### config.mk
export PLATFORM = sky130hd
export DESIGN_NAME = rx_descramble_gate
export DESIGN_NICKNAME = d
export VERILOG_FILES = /design/src/rtl/rx_descramble_gate.sv
export SDC_FILE = /design/constraint.sdc
export NUM_CORES = 1
export LEC_CHECK = 0
export BUFFER_PORTS_ARGS = -buffer_cell sky130_fd_sc_hd__buf_2
export CORE_AREA = 2 2 506 508
export CTS_BUF_LIST = sky130_fd_sc_hd__clkbuf_4 sky130_fd_sc_hd__clkbuf_8
export DETAILED_ROUTE_END_ITERATION = 8
export DIE_AREA = 0 0 508 510
export PLACE_DENSITY = 0.33
export REMOVE_ABC_BUFFERS = 1
export SLEW_MARGIN = 20
export SYNTH_ARGS = -nofsm -noshare
export SYNTH_HDL_FRONTEND = slang
export SYNTH_SLANG_ARGS = --single-unit
### constraint.sdc
create_clock -name clk -period 3.62 [get_ports clk]
set_input_delay 0.724 -clock clk [delete_from_list [all_inputs] [get_ports clk]]
set_output_delay 0.724 -clock clk [all_outputs]
set_load 0.02 [all_outputs]
### src/rtl/rx_descramble_gate.sv
// rx_descramble_gate
//
// Per-lane descrambler bypass controller for the PCIe MAC receive path.
// It sits between the PIPE RX data stage and the per-lane descramblers. It
// registers each lane's data and attaches a bypass flag that tells the
// descrambler to pass the data through untouched. Bypass is raised while
// descrambling is not yet enabled, for the whole length of an ordered set
// (8b/10b COM-led, or a 128b/130b ordered-set block), and for zero-filled
// lane data seen while the LTSSM sits in the arming substate.
//
// Ports
//   clk               clock
//   reset             asynchronous, active-low reset
//   GEN               current generation, GEN<3 selects 8b/10b handling
//   substate          LTSSM substate code
//   disableScrambler  1 = descrambling forbidden
//   RxData/RxDataK    lane data and per-byte K flags (lane i at [i*DATAW +: DATAW])
//   RxValid           per-lane valid (0 = stall)
//   RxStartBlock      first cycle of a 128b/130b block
//   RxSyncHeader      2-bit sync header per lane, valid with RxStartBlock
//   Gate*             registered copies of the Rx* lane inputs
//   bypass            per-lane descrambler bypass, aligned with Gate*
//   enabled           global FSM is in ENABLED
//   osStart           one-cycle pulse marking an ordered-set start, aligned with Gate*
//
// Global FSM
//   state        | meaning
//   ST_DISABLED  | descrambling off, waiting for the arming substate
//   ST_ARMING    | arming substate seen, counting down ENABLE_DELAY cycles
//   ST_ENABLED   | descrambling on, until a force-off condition

module rx_descramble_gate #(
  parameter int LANES          = 16,
  parameter int DATAW          = 32,
  parameter int ENABLE_DELAY   = 2,
  parameter int ARM_SUBSTATE   = 9,
  parameter int RESET_SUBSTATE = 1,
  parameter int OS8B_CYCLES    = 4,
  parameter int OS128B_CYCLES  = 4
) (
  input  logic                     clk,
  input  logic                     reset,
  input  logic [2:0]               GEN,
  input  logic [4:0]               substate,
  input  logic                     disableScrambler,
  input  logic [LANES*DATAW-1:0]   RxData,
  input  logic [LANES*DATAW/8-1:0] RxDataK,
  input  logic [LANES-1:0]         RxValid,
  input  logic [LANES-1:0]         RxStartBlock,
  input  logic [2*LANES-1:0]       RxSyncHeader,
  output logic [LANES*DATAW-1:0]   GateData,
  output logic [LANES*DATAW/8-1:0] GateDataK,
  output logic [LANES-1:0]         GateValid,
  output logic [2*LANES-1:0]       GateSyncHeader,
  output logic [LANES-1:0]         bypass,
  output logic                     enabled,
  output logic [LANES-1:0]         osStart
);

  localparam int KW     = DATAW / 8;
  localparam int OS_MAX = (OS8B_CYCLES > OS128B_CYCLES) ? OS8B_CYCLES : OS128B_CYCLES;
  localparam int OSW    = $clog2(OS_MAX) + 1;
  localparam int ARMW   = $clog2(ENABLE_DELAY) + 1;

  localparam logic [OSW-1:0]  OS8B_LOAD   = OSW'(OS8B_CYCLES - 1);
  localparam logic [OSW-1:0]  OS128B_LOAD = OSW'(OS128B_CYCLES - 1);
  localparam logic [OSW-1:0]  OS_ONE      = OSW'(1);
  localparam logic [ARMW-1:0] ARM_LOAD    = ARMW'(ENABLE_DELAY - 1);
  localparam logic [ARMW-1:0] ARM_ONE     = ARMW'(1);
  localparam logic [4:0]      ARM_SS      = 5'(ARM_SUBSTATE);
  localparam logic [4:0]      RST_SS      = 5'(RESET_SUBSTATE);

  localparam logic [1:0] ST_DISABLED = 2'd0;
  localparam logic [1:0] ST_ARMING   = 2'd1;
  localparam logic [1:0] ST_ENABLED  = 2'd2;

  // Global enable FSM
  logic [1:0]      state_q, state_d;
  logic [ARMW-1:0] arm_cnt_q, arm_cnt_d;
  logic            force_off;

  // Generation tracking; gen_seen_q keeps the first cycle after reset from
  // being mistaken for a generation change.
  logic [2:0] gen_q, gen_d;
  logic       gen_seen_q, gen_seen_d;
  logic       gen_8b;
  logic       gen_chg;

  // Per-lane ordered-set tracking
  logic [LANES-1:0][OSW-1:0] os_cnt_q, os_cnt_d;
  logic [LANES-1:0]          hit;
  logic [LANES-1:0]          zero;

  // Output registers
  logic [LANES*DATAW-1:0]   gate_data_q, gate_data_d;
  logic [LANES*DATAW/8-1:0] gate_data_k_q, gate_data_k_d;
  logic [LANES-1:0]         gate_valid_q, gate_valid_d;
  logic [2*LANES-1:0]       gate_sync_q, gate_sync_d;
  logic [LANES-1:0]         bypass_q, bypass_d;
  logic [LANES-1:0]         os_start_q, os_start_d;
  logic                     enabled_q, enabled_d;

  // ARMING is a down-counter loaded with ENABLE_DELAY-1 on entry and left on
  // terminal count, so the FSM spends exactly ENABLE_DELAY cycles in ARMING.
  // Leaving the arming substate does not abort the count; only force-off does.
  always_comb begin
    force_off = (substate == RST_SS) || disableScrambler;
    state_d   = state_q;
    arm_cnt_d = arm_cnt_q;
    if (force_off) begin
      state_d   = ST_DISABLED;
      arm_cnt_d = '0;
    end else begin
      case (state_q)
        ST_DISABLED: begin
          if (substate == ARM_SS) begin
            state_d   = ST_ARMING;
            arm_cnt_d = ARM_LOAD;
          end
        end
        ST_ARMING: begin
          if (arm_cnt_q == '0) begin
            state_d = ST_ENABLED;
          end else begin
            arm_cnt_d = arm_cnt_q - ARM_ONE;
          end
        end
        ST_ENABLED: begin
          state_d = ST_ENABLED;
        end
        default: begin
          state_d   = ST_DISABLED;
          arm_cnt_d = '0;
        end
      endcase
    end
  end

  always_comb begin
    gen_8b     = (GEN < 3'd3);
    gen_chg    = gen_seen_q && (GEN != gen_q);
    gen_d      = GEN;
    gen_seen_d = 1'b1;
  end

  // Hit detection, zero-fill detection and ordered-set countdown per lane.
  // A hit reloads the countdown even in the middle of a previous ordered set;
  // a stalled lane (RxValid low) holds its count. A generation change wipes
  // all counts because the framing they were tracking no longer applies.
  always_comb begin
    hit      = '0;
    zero     = '0;
    os_cnt_d = os_cnt_q;
    bypass_d = '0;
    for (int i = 0; i < LANES; i++) begin
      if (gen_8b) begin
        hit[i] = RxValid[i] && (RxData[i*DATAW +: 8] == 8'hBC) && RxDataK[i*KW];
      end else begin
        hit[i] = RxValid[i] && RxStartBlock[i] && (RxSyncHeader[2*i +: 2] == 2'b01);
      end
      zero[i] = (substate == ARM_SS) && RxValid[i] && (RxData[i*DATAW +: DATAW] == '0);

      if (gen_chg) begin
        os_cnt_d[i] = '0;
      end else if (hit[i]) begin
        os_cnt_d[i] = gen_8b ? OS8B_LOAD : OS128B_LOAD;
      end else if (RxValid[i] && (os_cnt_q[i] != '0)) begin
        os_cnt_d[i] = os_cnt_q[i] - OS_ONE;
      end

      bypass_d[i] = (state_q != ST_ENABLED) || hit[i] || (os_cnt_q[i] != '0) || zero[i];
    end
  end

  always_comb begin
    gate_data_d   = RxData;
    gate_data_k_d = RxDataK;
    gate_valid_d  = RxValid;
    gate_sync_d   = RxSyncHeader;
    os_start_d    = hit;
    enabled_d     = (state_d == ST_ENABLED);
  end

  always_ff @(posedge clk or negedge reset) begin
    if (!reset) begin
      state_q       <= ST_DISABLED;
      arm_cnt_q     <= '0;
      gen_q         <= '0;
      gen_seen_q    <= 1'b0;
      os_cnt_q      <= '0;
      gate_data_q   <= '0;
      gate_data_k_q <= '0;
      gate_valid_q  <= '0;
      gate_sync_q   <= '0;
      bypass_q      <= '1;
      os_start_q    <= '0;
      enabled_q     <= 1'b0;
    end else begin
      state_q       <= state_d;
      arm_cnt_q     <= arm_cnt_d;
      gen_q         <= gen_d;
      gen_seen_q    <= gen_seen_d;
      os_cnt_q      <= os_cnt_d;
      gate_data_q   <= gate_data_d;
      gate_data_k_q <= gate_data_k_d;
      gate_valid_q  <= gate_valid_d;
      gate_sync_q   <= gate_sync_d;
      bypass_q      <= bypass_d;
      os_start_q    <= os_start_d;
      enabled_q     <= enabled_d;
    end
  end

  assign GateData       = gate_data_q;
  assign GateDataK      = gate_data_k_q;
  assign GateValid      = gate_valid_q;
  assign GateSyncHeader = gate_sync_q;
  assign bypass         = bypass_q;
  assign osStart        = os_start_q;
  assign enabled        = enabled_q;

endmodule

== Word level (Yosys, flattened, before mapping) ==
Cells that the tools add are included.
W data, S select, Z words.
Storage, ports and cells
  register bits: 713
Operators by class
  add/sub/neg operators: 17
  order comparisons: 1
  equality and inequality tests: 42
  mux-type cells: 72
  reduce and logical (&&, ||, !) cells: 213
Operators with widths (count)
  $logic_not A32 Y1: 16
  $mux W3: 48
  $eq A8 B8 Y1 const B: 16
  $logic_and A1 B1 Y1: 113
  $reduce_bool A3 Y1: 32
  $logic_or A1 B1 Y1: 49
  $sub A3 B1 Y3 const B: 16
  $eq A2 B1 Y1 const B: 17
  $mux W1: 16
  $mux W2: 6
  $pmux W2 S3: 2
  $ne A3 B3 Y1 const B: 2
  $eq A5 B1 Y1 const B: 1
  $eq A5 B4 Y1 const B: 1
  $eq A2 B2 Y1 const B: 2
  $logic_not A2 Y1: 2
  $ne A2 B2 Y1 const B: 2
  $lt A3 B2 Y1 const B: 1
  $ne A3 B3 Y1: 1
  $reduce_and A3 Y1: 1
  $sub A2 B1 Y2 const B: 1

== Logic depth before layout (Yosys ltp) ==
  depth after elaboration: 7
  mapped depth: 6
  depth with buffers taken out: 6

== Worst setup path after synthesis ==
OpenSTA, ideal clock, no wires.
  kind: in2reg
  from: in GEN[0]
  to: reg bypass_q[15] (netlist: bypass[15])
  arrival time: 1.835 ns
  data required time: 3.526 ns
  setup slack: 1.690 ns
  cell stages on the path: 6
  cells stage by stage: a21oi_4 buf_6 nor2_2 a31oi_4 inv_2 or4_1
Between the ends
  cells in the longest elaborated chain, start to end: 5
RTL lines
  start: declaration: RTL line 43  | input logic [2:0] GEN,
  $lt A3 B2 Y1: RTL line 140  | gen_8b = (GEN < 3'd3);
  $mux W1: RTL line 156  | if (gen_8b) begin
  via hit[15]: RTL line 91  | logic [LANES-1:0] hit;
  $logic_or A1 B1 Y1 (3 in series): RTL line 171  | bypass_d[i] = (state_q != ST_ENABLED) || hit[i] || (os_cnt_q[i] != '0) || zero[i];
  via bypass_d[15]: RTL line 99  | logic [LANES-1:0] bypass_q, bypass_d;
  end signal: assignment: RTL line 208  | bypass_q <= bypass_d;
  end: declaration: RTL line 99
The timed path passes the listed nets, and every way through them passes these cells.
A chain may end at the register's enable or synchronous reset.

== Worst setup path in the final report ==
  from: reg bypass_q[3] (netlist: bypass[3])
  to: out bypass[3]
RTL lines
  end: declaration: RTL line 55  | output logic [LANES-1:0] bypass,
No word-level cell between the ends.

==> flow_summary.json <==
{
  "drt-pass1-iter-count": 7,
  "ys_seq_elements": 713,
  "drc": 0,
  "finalWirelength_um": 160600,
  "yosysWarningCount": 0,
  "fp.dieW_um": 508,
  "max_freq_mhz": 400.9,
  "tightest_slew_ps": 950.9,
  "vias_per_cell": 2.998,
  "synth_cell_types": 36,
  "core_area_mm2": 0.2535,
  "numCtsBuffers": 145,
  "ios": 1308,
  "synthTopCellsByArea": "dfrtp_1 (80%), nor4_1 (2.8%), dfstp_2 (1.9%), ha_1 (1.9%), nand4_1 (1.4%)",
  "p_leak_nw": 19.31,
  "min_period_ps": 2494,
  "grt.total_usage": 0.1193,
  "syn-cell-area_mm2": 0.02175,
  "synth_top_cell_by_area": "dfrtp_1",
  "clockRootBuffer": "clkbuf_8",
  "hold_viol": 0,
  "critPathRequiredTime_ps": 2900,
  "cp_num_cells": 1,
  "hold_ws_ps": 161.7,
  "holdCritPathClass": "input pin to flip-flop",
  "cts_tree": "built",
  "finClkSkew_ps": 73.63,
  "num_rows": 185,
  "critPathTopFamily": "flip-flops",
  "crit_chain": "buf_2",
  "setup_viol": 0,
  "cap_violations": 0,
  "path_max_fanout": 1,
  "insertion_delay_ps": 860,
  "portBuffers": 1307,
  "ant_nets": 0,
  "cts_max_level": 4,
  "cts_sinks": 713,
  "min_path_cells": 1,
  "wire_per_inst_um": 23.08,
  "die_area_mm2": 0.2591,
  "post_cts_resized": 0,
  "initial_core_util": 0.08583,
  "crit_arrival_ps": 1770,
  "overflow": 0,
  "relSlewSlack": 0.3572,
  "nFillCells": 28210,
  "hpwl_um": 134200,
  "fin_tns_setup_ps": 0,
  "synth_cells": 1316,
  "period_share": 0.6891,
  "cpPeakStageDelay_ps": 570,
  "end_kind": "primary output",
  "finalPower_w": 0.02193,
  "grt_max_degree": 84,
  "ir_drop_mv": 0.2549,
  "reg2reg_depth": 4,
  "area_growth_pct": 96.16,
  "avgSynthCellArea_um2": 16.53,
  "maxSlewViolCount": 0,
  "synthArstFlopShare": 1.000,
  "drt_iter0_markers": 1035,
  "worst-setup-path-type": "flip-flop to primary output",
  "grt_setup_unrepaired": "false",
  "synth_top_area_frac": 0.8017,
  "layout.nets": 4128,
  "status": "finished, final reports clean",
  "vias": 20850,
  "synthTopCellsByCount": "dfrtp_1 (697), nor4_1 (96), nand2_1 (52)",
  "startpoint_type": "flip-flop",
  "routabilityCongestion": 0.8949,
  "power.density_mw_per_mm2": 514.0,
  "path_clk_slew_ps": 60,
  "synth_most_common_cell": "dfrtp_1",
  "synth_edf_count": 0,
  "timing.final.ws_setup_ps": 1126,
  "post-route-util": 0.1684,
  "synthFlopType": "dfrtp_1",
  "cts_buffer_depth": 3,
  "yosysSeqAreaShare": 0.8211,
  "fp.dieH_um": 510,
  "path_buf_inv": 1,
  "layout-drive-gt1-share": 0.4769,
  "dp_slack_ps": 758.7,
  "cp_slowest_cell": "dfstp_2",
  "grt_pass1_vias": 23180,
  "grt_pass1_wl_um": 207200,
  "antenna_found_initial": 78
}
==> power by group <==
part           switching [W]  total (W)  internal [W]  leakage (nW)
sequential          0.000226    0.00875       0.00853          8.42
clock                0.00409    0.00947       0.00538          1.69
combinational        0.00221    0.00371       0.00150          9.21
==> final timing paths <==
path	startpoint	end	slack, ps
setup reg to reg	gen_q[0]$_DFF_PN0_	os_cnt_q[43]$_DFFE_PN0P_	1850
setup / recovery	bypass[3]$_DFF_PN1_	bypass[3]	1130
min in group asynchronous	reset	arm_cnt_q[1]$_DFFE_PN0P_	390
hold / removal	RxValid[2]	GateValid[2]$_DFF_PN0_	160
hold reg to reg	os_cnt_q[46]$_DFFE_PN0P_	os_cnt_q[46]$_DFFE_PN0P_	550
max in group asynchronous	reset	GateData[45]$_DFF_PN0_	2090
==> metal layers <==
metal	share of wire	GRT usage
met1	0.39	0.1374
met4	0.036	0.04415
met3	0.086	0.03983
met5	0.0016	0
met2	0.48	0.2041
==> state kept, by name, indices dropped and copies added (netlist names) <==
name,count
GateData,512
GateDataK,64
os_cnt_q,48
GateSyncHeader,32
GateValid,16
bypass,16
osStart,16
gen_q,3
arm_cnt_q,2
state_q,2
enabled,1
gen_seen_q,1
==> through the flow <==
stage	std cells	cell area [µm²]
2_1_floorplan	1304	21700
3_3_place_gp	6037	33080
3_5_place_dp	6037	33080
4_1_cts	6918	42580
5_1_grt	6931	42610
6_report	6956	42670
==> cells by family (layout without fill, tap and decap cells) <==
kind of cell    count (synthesis)  after routing  share of synthesized area
compound gates                 59             59                    0.02628
simple gates                  411            411                     0.1077
buf+inv                        64           2300                    0.01168
other cells                     1             39                  0.0001724
xor+xnor                       35             35                    0.01409
flops                         713            713                     0.8211
fa+ha+maj                      33             33                    0.01898
==> final cells by class <==
class / instances / area [µm²] / share of cell area
timing repair buffer: 1993 / 13410 / 0.3141
sequential: 713 / 17860 / 0.4186
inverter: 52 / 195.2 / 0.004574
clock buffer: 213 / 2719 / 0.06371
antenna: 38 / 95.09 / 0.002228
multi-input combinational: 539 / 3672 / 0.08605
clock inverter: 42 / 514.2 / 0.01205
tap: 3366 / 4212 / 0.09869
==> cells in the final DEF, fill, tap and decap left out, types with 2 or more instances in the layout <==
cell and count:
clkinv_8 2, nor4_2 4, nand2_1 51, inv_2 14, xnor2_1 16, inv_1 38, nor4_1 92, clkbuf_8 179
nor2_2 4, dlygate4sd3_1 626, inv_12 4, dfrtp_1 697, bufinv_16 7, nor4b_1 16, a21o_1 2, nand4_1 48
a21oi_1 19, nand4b_1 16, clkinv_2 14, o21ai_0 2, or2_2 16, clkinv_4 3, dfstp_2 16, diode_2 38
xor2_1 19, nand2b_1 18, or4_1 16, nand3_1 33, a31oi_1 18, nor3_1 48, nor2_1 46, clkbuf_4 34
inv_8 5, buf_2 1306, clkinvlp_4 6, buf_4 49, a31oi_4 14, ha_1 33, buf_12 11
==> repair_timing <==
action	4_1_cts	5_1_grt
buffers inserted	0	0
hold buffers	626	0
endpoints found under the hold margin	660	0
No activity file was read; power rests on OpenSTA's default activity.
